$ cat config.mk
export PLATFORM = sky130hd
export DESIGN_NAME = fifo_rd_packer
export DESIGN_NICKNAME = d
export VERILOG_FILES = /design/src/rtl/fifo_rd_packer.sv
export SDC_FILE = /design/constraint.sdc
export NUM_CORES = 1
export LEC_CHECK = 0
export ABC_CLOCK_PERIOD_IN_PS = 5600
export BUFFER_PORTS_ARGS = -buffer_cell sky130_fd_sc_hd__buf_2
export CAP_MARGIN = 20
export CORE_ASPECT_RATIO = 0.6
export CORE_MARGIN = 2
export CORE_UTILIZATION = 59
export DETAILED_ROUTE_END_ITERATION = 10
export PLACE_DENSITY = 0.81
export SYNTH_ARGS = -nofsm -noshare
export SYNTH_HDL_FRONTEND = slang
export SYNTH_SLANG_ARGS = --single-unit
$ cat constraint.sdc
create_clock -name rclk -period 5.6 [get_ports rclk]
set_clock_uncertainty 0.05 [all_clocks]
set_input_delay 0.28 -clock rclk [delete_from_list [all_inputs] [get_ports rclk]]
set_output_delay 0.28 -clock rclk [all_outputs]
set_load 0.02 [all_outputs]
$ cat src/rtl/fifo_rd_packer.sv
// fifo_rd_packer: pops DSIZE-bit words from the read side of a dual-clock FIFO
// and packs PACK consecutive words into one registered valid/ready beat.
// A flush closes a partially filled beat and marks it with m_last.
module fifo_rd_packer #(
    parameter int unsigned DSIZE = 8,
    parameter int unsigned PACK  = 4,
    localparam int unsigned FW   = $clog2(PACK + 1)
) (
    input  logic                    rclk,
    input  logic                    rrst,
    input  logic                    rempty,
    input  logic [DSIZE-1:0]        rdata,
    output logic                    rreq,
    input  logic                    flush,
    output logic                    m_valid,
    input  logic                    m_ready,
    output logic [DSIZE*PACK-1:0]   m_data,
    output logic [PACK-1:0]         m_keep,
    output logic                    m_last,
    output logic [FW-1:0]           acc_fill
);

    logic [DSIZE-1:0]       acc [PACK];
    logic [FW-1:0]          fill;
    logic                   flush_pend;

    logic                   ofree_c;
    logic                   full_c;
    logic                   xfer_c;
    logic                   pop_c;
    logic [FW-1:0]          lane_c;
    logic [DSIZE*PACK-1:0]  beat_data_c;
    logic [PACK-1:0]        beat_keep_c;

    assign acc_fill = fill;

    // Handshake decisions: when the accumulator moves to the output and when a word is popped.
    always_comb begin
        ofree_c = !m_valid || m_ready;
        full_c  = (fill == FW'(PACK));
        xfer_c  = ofree_c && (full_c || (flush_pend && (fill != '0)));
        pop_c   = !rrst && !rempty && !flush_pend && (!full_c || xfer_c);
        lane_c  = xfer_c ? '0 : fill;
        rreq    = pop_c;
    end

    // Beat image of the accumulator with unfilled lanes masked to zero.
    always_comb begin
        beat_data_c = '0;
        beat_keep_c = '0;
        for (int unsigned i = 0; i < PACK; i++) begin
            if (FW'(i) < fill) begin
                beat_data_c[i*DSIZE +: DSIZE] = acc[i];
                beat_keep_c[i]                = 1'b1;
            end
        end
    end

    // Accumulator lanes: a popped word lands at lane 0 when the beat leaves this cycle.
    always_ff @(posedge rclk) begin
        if (rrst) begin
            for (int unsigned i = 0; i < PACK; i++) begin
                acc[i] <= '0;
            end
        end else begin
            for (int unsigned i = 0; i < PACK; i++) begin
                if (pop_c && (lane_c == FW'(i))) begin
                    acc[i] <= rdata;
                end
            end
        end
    end

    // Fill count and pending-flush flag.
    always_ff @(posedge rclk) begin
        if (rrst) begin
            fill       <= '0;
            flush_pend <= 1'b0;
        end else begin
            fill <= xfer_c ? FW'(pop_c) : fill + FW'(pop_c);
            if (flush_pend) begin
                if (xfer_c || ((fill == '0) && !pop_c)) begin
                    flush_pend <= 1'b0;
                end
            end else if (flush) begin
                flush_pend <= 1'b1;
            end
        end
    end

    // Output register: loads on transfer, drops valid only on acceptance.
    always_ff @(posedge rclk) begin
        if (rrst) begin
            m_valid <= 1'b0;
            m_data  <= '0;
            m_keep  <= '0;
            m_last  <= 1'b0;
        end else if (xfer_c) begin
            m_valid <= 1'b1;
            m_data  <= beat_data_c;
            m_keep  <= beat_keep_c;
            m_last  <= flush_pend;
        end else if (m_ready) begin
            m_valid <= 1'b0;
        end
    end

endmodule

==> results.ini, run 1 <==
[placed_design]
dp_hpwl_um = 3860
numPortBuffers = 54
placed_cells_incl_taps = 372
placedInstanceArea_mm2 = 0.00342
gp_routability_congestion = 0.787

[cells_and_area]
postLayoutCellArea_mm2 = 0.00358
postLayoutCoreUtil = 0.701
fin_nets = 332
area_delta_synth_final_pct = 13.8
insertedDiodeCount = 0
share_of_final_layout_standard_cells_stronger_than_drive_strength_1 = 0.231
finish.cell_count_without_fillers = 387

[clock_network]
clock-sinks = 74
number_of_buffers_between_clock_root_and_the_deepest_sink = 2
post_cts.resized_instances = 0
cts_tree = yes
clock_slew_at_reported_path_ffs_ns = 0.07
clockRootBuffer = clkbuf_8
ctsHoldBuffers = 0
cts_inserted_buffers = 9
ctsHtreeMaxLevel = 3
clk-insertion-delay-late_ns = 0.33
cts.repair_timing.setup_buffer_count = 0

[run]
drv.max_cap_violation_count = 0

[drt]
drtIter0Drc = 107
post_drt_via_cell_ratio = 5.14
avgRoutedWirePerCell_um = 14.5
route.detailed.drc = 0
drtPass1Iterations = 4
overall_via_count_from_detail_route = 1988
wirelength_um = 5610
postRouteAntennaNets = 0

[sta]
timing.final.crit_period_ns = 2.29
maxSlewHeadroom = 0.266
totalNegativeSetupSlack_ns = 0
rsz0062_at_grt = no
maximum_clock_rate_mhz = 436
setup_violations = 0
tightestPinTransition_ns = 1.10
final-max-slew-violation-count = 0
portion_of_the_clock_cycle_consumed_by_the_worst_path_in_the_final_layout = 0.410
hold_viol = 0

[die]
site_row_count = 20
coreArea_mm2 = 0.00510
die_y_um = 60.6
die_area_mm2 = 0.00595
die_w_um = 98.3
initial_core_utilization = 0.616
io-pin-count = 55

[setup_path]
worst_setup_path_startpoint = acc_fill[1]$_SDFF_PP0_
cp.arrival_ns = 2.46
cp.required_ns = 5.77
worstSetupPathType = register to register
worst_setup_path_start_kind = register
timing.critical_path.to_type = register
max_fanout_on_critical_path = 20
critical_path.reg2reg.startpoint = acc_fill[1]$_SDFF_PP0_

[worst_hold_path]
hold_path_class = input port to register
hold_path_startpoint = flush

[synth]
synth.net_count = 284
largest_family_of_logic_cells_by_synthesized_area = simple AND/OR/NAND/NOR gates
synthXorXnorAreaFrac = 0.00278
number_of_warnings_issued_by_yosys = 0
synth_sequential_area_ratio = 0.573
synthCells = 269
synth_compound_gate_area_share = 0.0286
yosys-mux-area-fraction = 0.115
avgSynthCellArea_um2 = 11.7
synth_area_mm2 = 0.00315
ys_ff_latch = 74
post_synth_and_or_nand_nor_area_fraction = 0.243
synth.distinct_cells = 34
yosys.area_share.adder = 0.00795

[global_routing]
grt_use_total = 0.204
first_pass_grt_wire_length_um = 9090
antenna_found_initial = 0
via_count_of_the_first_global_routing_pass = 1853
total_congestion_overflow = 0
maximum_number_of_pins_on_one_net_before_global_route_repair = 68

[power_and_ir_drop]
leakagePower_nw = 1.52
power_density_mw_per_mm2 = 276
power_mw = 0.988
irDropWorstVdd_uv = 169

[outcome]
outcome = finished clean

==> per-stage QoR <==
stage / setup WS, ns / hold slack, ns
global placement: 3.21 / 0.383
CTS: 3.31 / 0.137
global route: 3.21 / 0.144
floorplan: 3.58 / 0.383
finish: 3.31 / 0.154
detailed placement: 3.18 / 0.404
==> state kept, by name (all words and copies together) (netlist names) <==
name        flops
flush_pend      1
m_last          1
m_keep          4
m_valid         1
acc            32
acc_fill        3
m_data         32
==> critical path, stage by stage, from the launching register on <==
cell and delay [ns]:
dfxtp_1 0.59, or3b_1 0.30, a21o_1 0.88, mux2_4 0.35
==> cell families (layout without fill, tap and decap cells) <==
family	count (synthesis)	after routing
DFF	74	74
adders and majority gates	2	2
xor gates and xnor gates	1	1
buffers and inverters	19	71
muxes	35	35
AOI/OAI and AO/OA	11	11
and+or+nand+nor	127	127
==> cells in the final DEF (no fill, tap or decap), types with 3 or more instances in the layout <==
cell       n
a21oi_1    3
and2_1    32
buf_2     54
clkbuf_1   5
clkbuf_8  10
dfxtp_1   42
edfxtp_1  32
mux2i_1   33
nand2_1   18
nand2b_1  44
nand3b_1   8
nor2_1     4
nor2b_1    4
==> cell type report <==
cell class	instances	area, µm²
tap	66	82.6
clock buffer	15	156
timing repair buffer	55	285
sequential	74	1800
fill	389	1520
multi-input combinational	176	1250
inverter	1	3.75
==> final timing paths <==
kind | endpoint | slack [ns] | cells after the start
min | flush_pend$_SDFF_PP0_ | 0.15 | 3
min reg2reg | m_keep[0]$_SDFFE_PP0P_ | 0.41 | 2
max reg2reg | m_keep[3]$_SDFFE_PP0P_ | 3.31 | 3
max | m_keep[3]$_SDFFE_PP0P_ | 3.31 | 3
==> power by group <==
part,leakage [nW],internal (mW),switching [mW]
Clock,0.0778,0.172,0.173
Sequential,0.671,0.578,0.00786
Combinational,0.767,0.0242,0.0332
Total,1.52,0.774,0.214
==> routing by layer <==
layer / share of wire / track usage / vias up
met1: 0.49 / 0.281 / 911
met4: 0.0061 / 0.0705 / 0
li1: - / - / 1002
met2: 0.44 / 0.308 / 71
met3: 0.066 / 0.0691 / 4
met5: 0 / 0 / -
==> cells in the mapped netlist, drive strengths merged <==
| master | number | share of area |
|---|---|---|
| a21o | 2 | 0.0048 |
| mux2i | 33 | 0.10 |
| ha | 2 | 0.0080 |
| xnor2 | 1 | 0.0028 |
| nand2b | 44 | 0.087 |
| or3 | 2 | 0.0040 |
| mux2 | 2 | 0.0095 |
| nor2b | 4 | 0.0080 |
| a21oi | 4 | 0.0064 |
| nor3b | 3 | 0.010 |
| buf | 11 | 0.021 |
| o21ba | 1 | 0.0032 |
| nand3b | 8 | 0.019 |
| or4 | 2 | 0.0048 |
| nand2 | 18 | 0.021 |
| o21ai | 1 | 0.0016 |
| nand3 | 2 | 0.0032 |
| a2111oi | 1 | 0.0087 |
| inv | 1 | 0.0012 |
| and2 | 32 | 0.064 |
| clkbuf | 7 | 0.0084 |
| or2 | 4 | 0.0080 |
| nor2 | 4 | 0.0048 |
| a31oi | 2 | 0.0040 |
| nor3 | 2 | 0.0032 |
| or3b | 1 | 0.0028 |
| edfxtp | 32 | 0.31 |
| nor4 | 1 | 0.0020 |
| dfxtp | 42 | 0.27 |
No activity file was read; power rests on OpenSTA's default activity.
==> inputs of run 2 (changes only) <==
- ABC_CLOCK_PERIOD_IN_PS: 5600 -> 2330
- CORE_UTILIZATION: 59 -> 55
- PLACE_DENSITY: 0.81 -> 0.77
- clock period: 5.6 -> 2.33 ns (I/O delays scaled with it)
==> run 2 against run 1 <==
Compared with the run above: sequential power grew 140%; clock power grew to 2.8 times the previous value; largest power group unchanged; critical path depth grew 4; critical endpoint is now acc_fill[2]$_SDFF_PP0_; largest cell class unchanged; sequential cell count is the same; count of clock-buffer cells in the layout shrank 3; via count grew 2.3%; hold slack lost 0.11 ns; global-route usage shrank 0.27 points; final cell count grew 5.4%; register-to-register slack lost 3.1 ns.
==> results.ini, run 2 (synthesis results as in run 1) <==
[drt]
drtPass1Iterations = 4
postRouteAntennaNets = 0
route.detailed.drc = 0
avgRoutedWirePerCell_um = 14.3
post_drt_via_cell_ratio = 4.99
wirelength_um = 5850
drtIter0Drc = 101
overall_via_count_from_detail_route = 2034

[clock_network]
clock-sinks = 74
number_of_buffers_between_clock_root_and_the_deepest_sink = 2
cts.repair_timing.setup_buffer_count = 0
clock_slew_at_reported_path_ffs_ns = 0.07
ctsHtreeMaxLevel = 3
post_cts.resized_instances = 0
cts_inserted_buffers = 9
clk-insertion-delay-late_ns = 0.33
ctsHoldBuffers = 1
clockRootBuffer = clkbuf_8
cts_tree = yes

[power_and_ir_drop]
leakagePower_nw = 1.57
total_switching_power_mw = 0.553
switching_share = 0.221
irDropWorstVdd_uv = 442
p_comb_frac = 0.057
cellInternalPower_mw = 1.95
power_mw = 2.51
power_frac_seq = 0.561
power_density_mw_per_mm2 = 681
clock_power_share = 0.382

[cells_and_area]
most_frequent_standard_cell_in_the_layout_excluding_fill_and_tap_cells = buf_2
share_of_final_layout_standard_cells_stronger_than_drive_strength_1 = 0.259
finish.cell_count_without_fillers = 408
fin_nets = 338
final_cell_mix = 54 x buf_2, 44 x nand2b_1, 42 x dfxtp_1
layout_top_registers = acc x32, m_data x32, m_keep x4
insertedDiodeCount = 0
area_delta_synth_final_pct = 16.9

[global_routing]
antenna_found_initial = 0
grt.met3_usage = 0.0649
first_pass_grt_wire_length_um = 9550
total_congestion_overflow = 0
maximum_number_of_pins_on_one_net_before_global_route_repair = 65
grt_use_total = 0.201
grt_use_met1 = 0.281
grt-busiest-layer = met2
met2_usage = 0.299
via_count_of_the_first_global_routing_pass = 1931

[setup_path]
timing.critical_path.to_type = register
worst_setup_path_start_kind = register
worst_path_max_delay_cell = dfxtp_1
max_fanout_on_critical_path = 9
critical_path.max_stage_delay_ns = 0.53
cp.arrival_ns = 2.29
worstSetupPathType = register to register
cp.required_ns = 2.54
critical_path_buf_inv_count = 0
critical-path-top-delay-family = simple AND/OR/NAND/NOR gates
timing.critical_path.cells = or3b_1 -> nor2_1 -> nor2_1 -> ha_1 -> ha_1 -> xnor2_1 -> nor3_1

[placed_design]
numPortBuffers = 54
dp_hpwl_um = 4010
gp_routability_congestion = 0.861
placed_cells_incl_taps = 391

[sta]
portion_of_the_clock_cycle_consumed_by_the_worst_path_in_the_final_layout = 0.891
totalNegativeSetupSlack_ns = 0
rsz0062_at_grt = no
timing.final.crit_period_ns = 2.08
setup_violations = 0
hold_viol = 0
maximum_clock_rate_mhz = 482
maxSlewHeadroom = 0.537
tightestPinTransition_ns = 0.693
final-max-slew-violation-count = 0

[die]
die_y_um = 62.6
initial_core_utilization = 0.568
die_w_um = 102
io-pin-count = 55
coreArea_mm2 = 0.00554
die_area_mm2 = 0.00636
site_row_count = 21

[worst_hold_path]
hold_path_class = input port to register

[run]
drv.max_cap_violation_count = 0

[outcome]
outcome = finished clean

==> run 2: power by group through the flow <==
stage               logic [mW]  registers [mW]  clock network (mW)
finish                   0.143            1.41               0.956
global route             0.155            1.41                1.03
CTS                      0.144            1.41               0.977
detailed placement       0.142            1.44                   0
global placement         0.140            1.43                   0
floorplan               0.0907            1.44                   0
==> run 2: final cells by class <==
class,count,area (µm²)
clock buffer,12,176
timing repair buffer,61,325
multi-input combinational,176,1250
clock inverter,4,21.3
tap,80,100
inverter,1,3.75
fill,464,1860
sequential,74,1800
==> run 2: worst paths after layout <==
path                            cells after the start  slack (ns)              startpoint                endpoint
worst min register to register                      2        0.40  m_keep[0]$_SDFFE_PP0P_  m_keep[0]$_SDFFE_PP0P_
worst max-delay path                                7        0.25  acc_fill[2]$_SDFF_PP0_  acc_fill[2]$_SDFF_PP0_
worst min-delay path                                3        0.05                  rempty  acc_fill[0]$_SDFF_PP0_
worst max register to register                      7        0.25  acc_fill[2]$_SDFF_PP0_  acc_fill[2]$_SDFF_PP0_
==> run 2: tightest hold or removal path: cells and delay by family <==
| kind | cells | cell delay [ns] |
|---|---|---|
| and+or+nand+nor | 1 | 0.10 |
| AOI/OAI and AO/OA | 1 | 0.06 |
| buffers and inverters | 1 | 0.10 |
==> run 2: per-stage QoR <==
step                      hold slack [ns]  area [µm²]  utilization  setup WS [ns]
after floorplan                     0.220        3150            -          0.307
after global placement              0.338        3470        0.626          0.349
after detailed placement            0.348        3470        0.626          0.271
after CTS                          0.0340        3680        0.664          0.252
after global routing               0.0575        3680        0.664          0.156
final                              0.0490        3680        0.664          0.254
==> run 2: per-layer routing <==
layer	vias to the layer above	routed length, µm	part of all wire
li1	1017	-	-
met1	956	2800	0.48
met2	55	2600	0.44
met5	-	0	0
met4	0	55	0.0094
met3	6	392	0.067
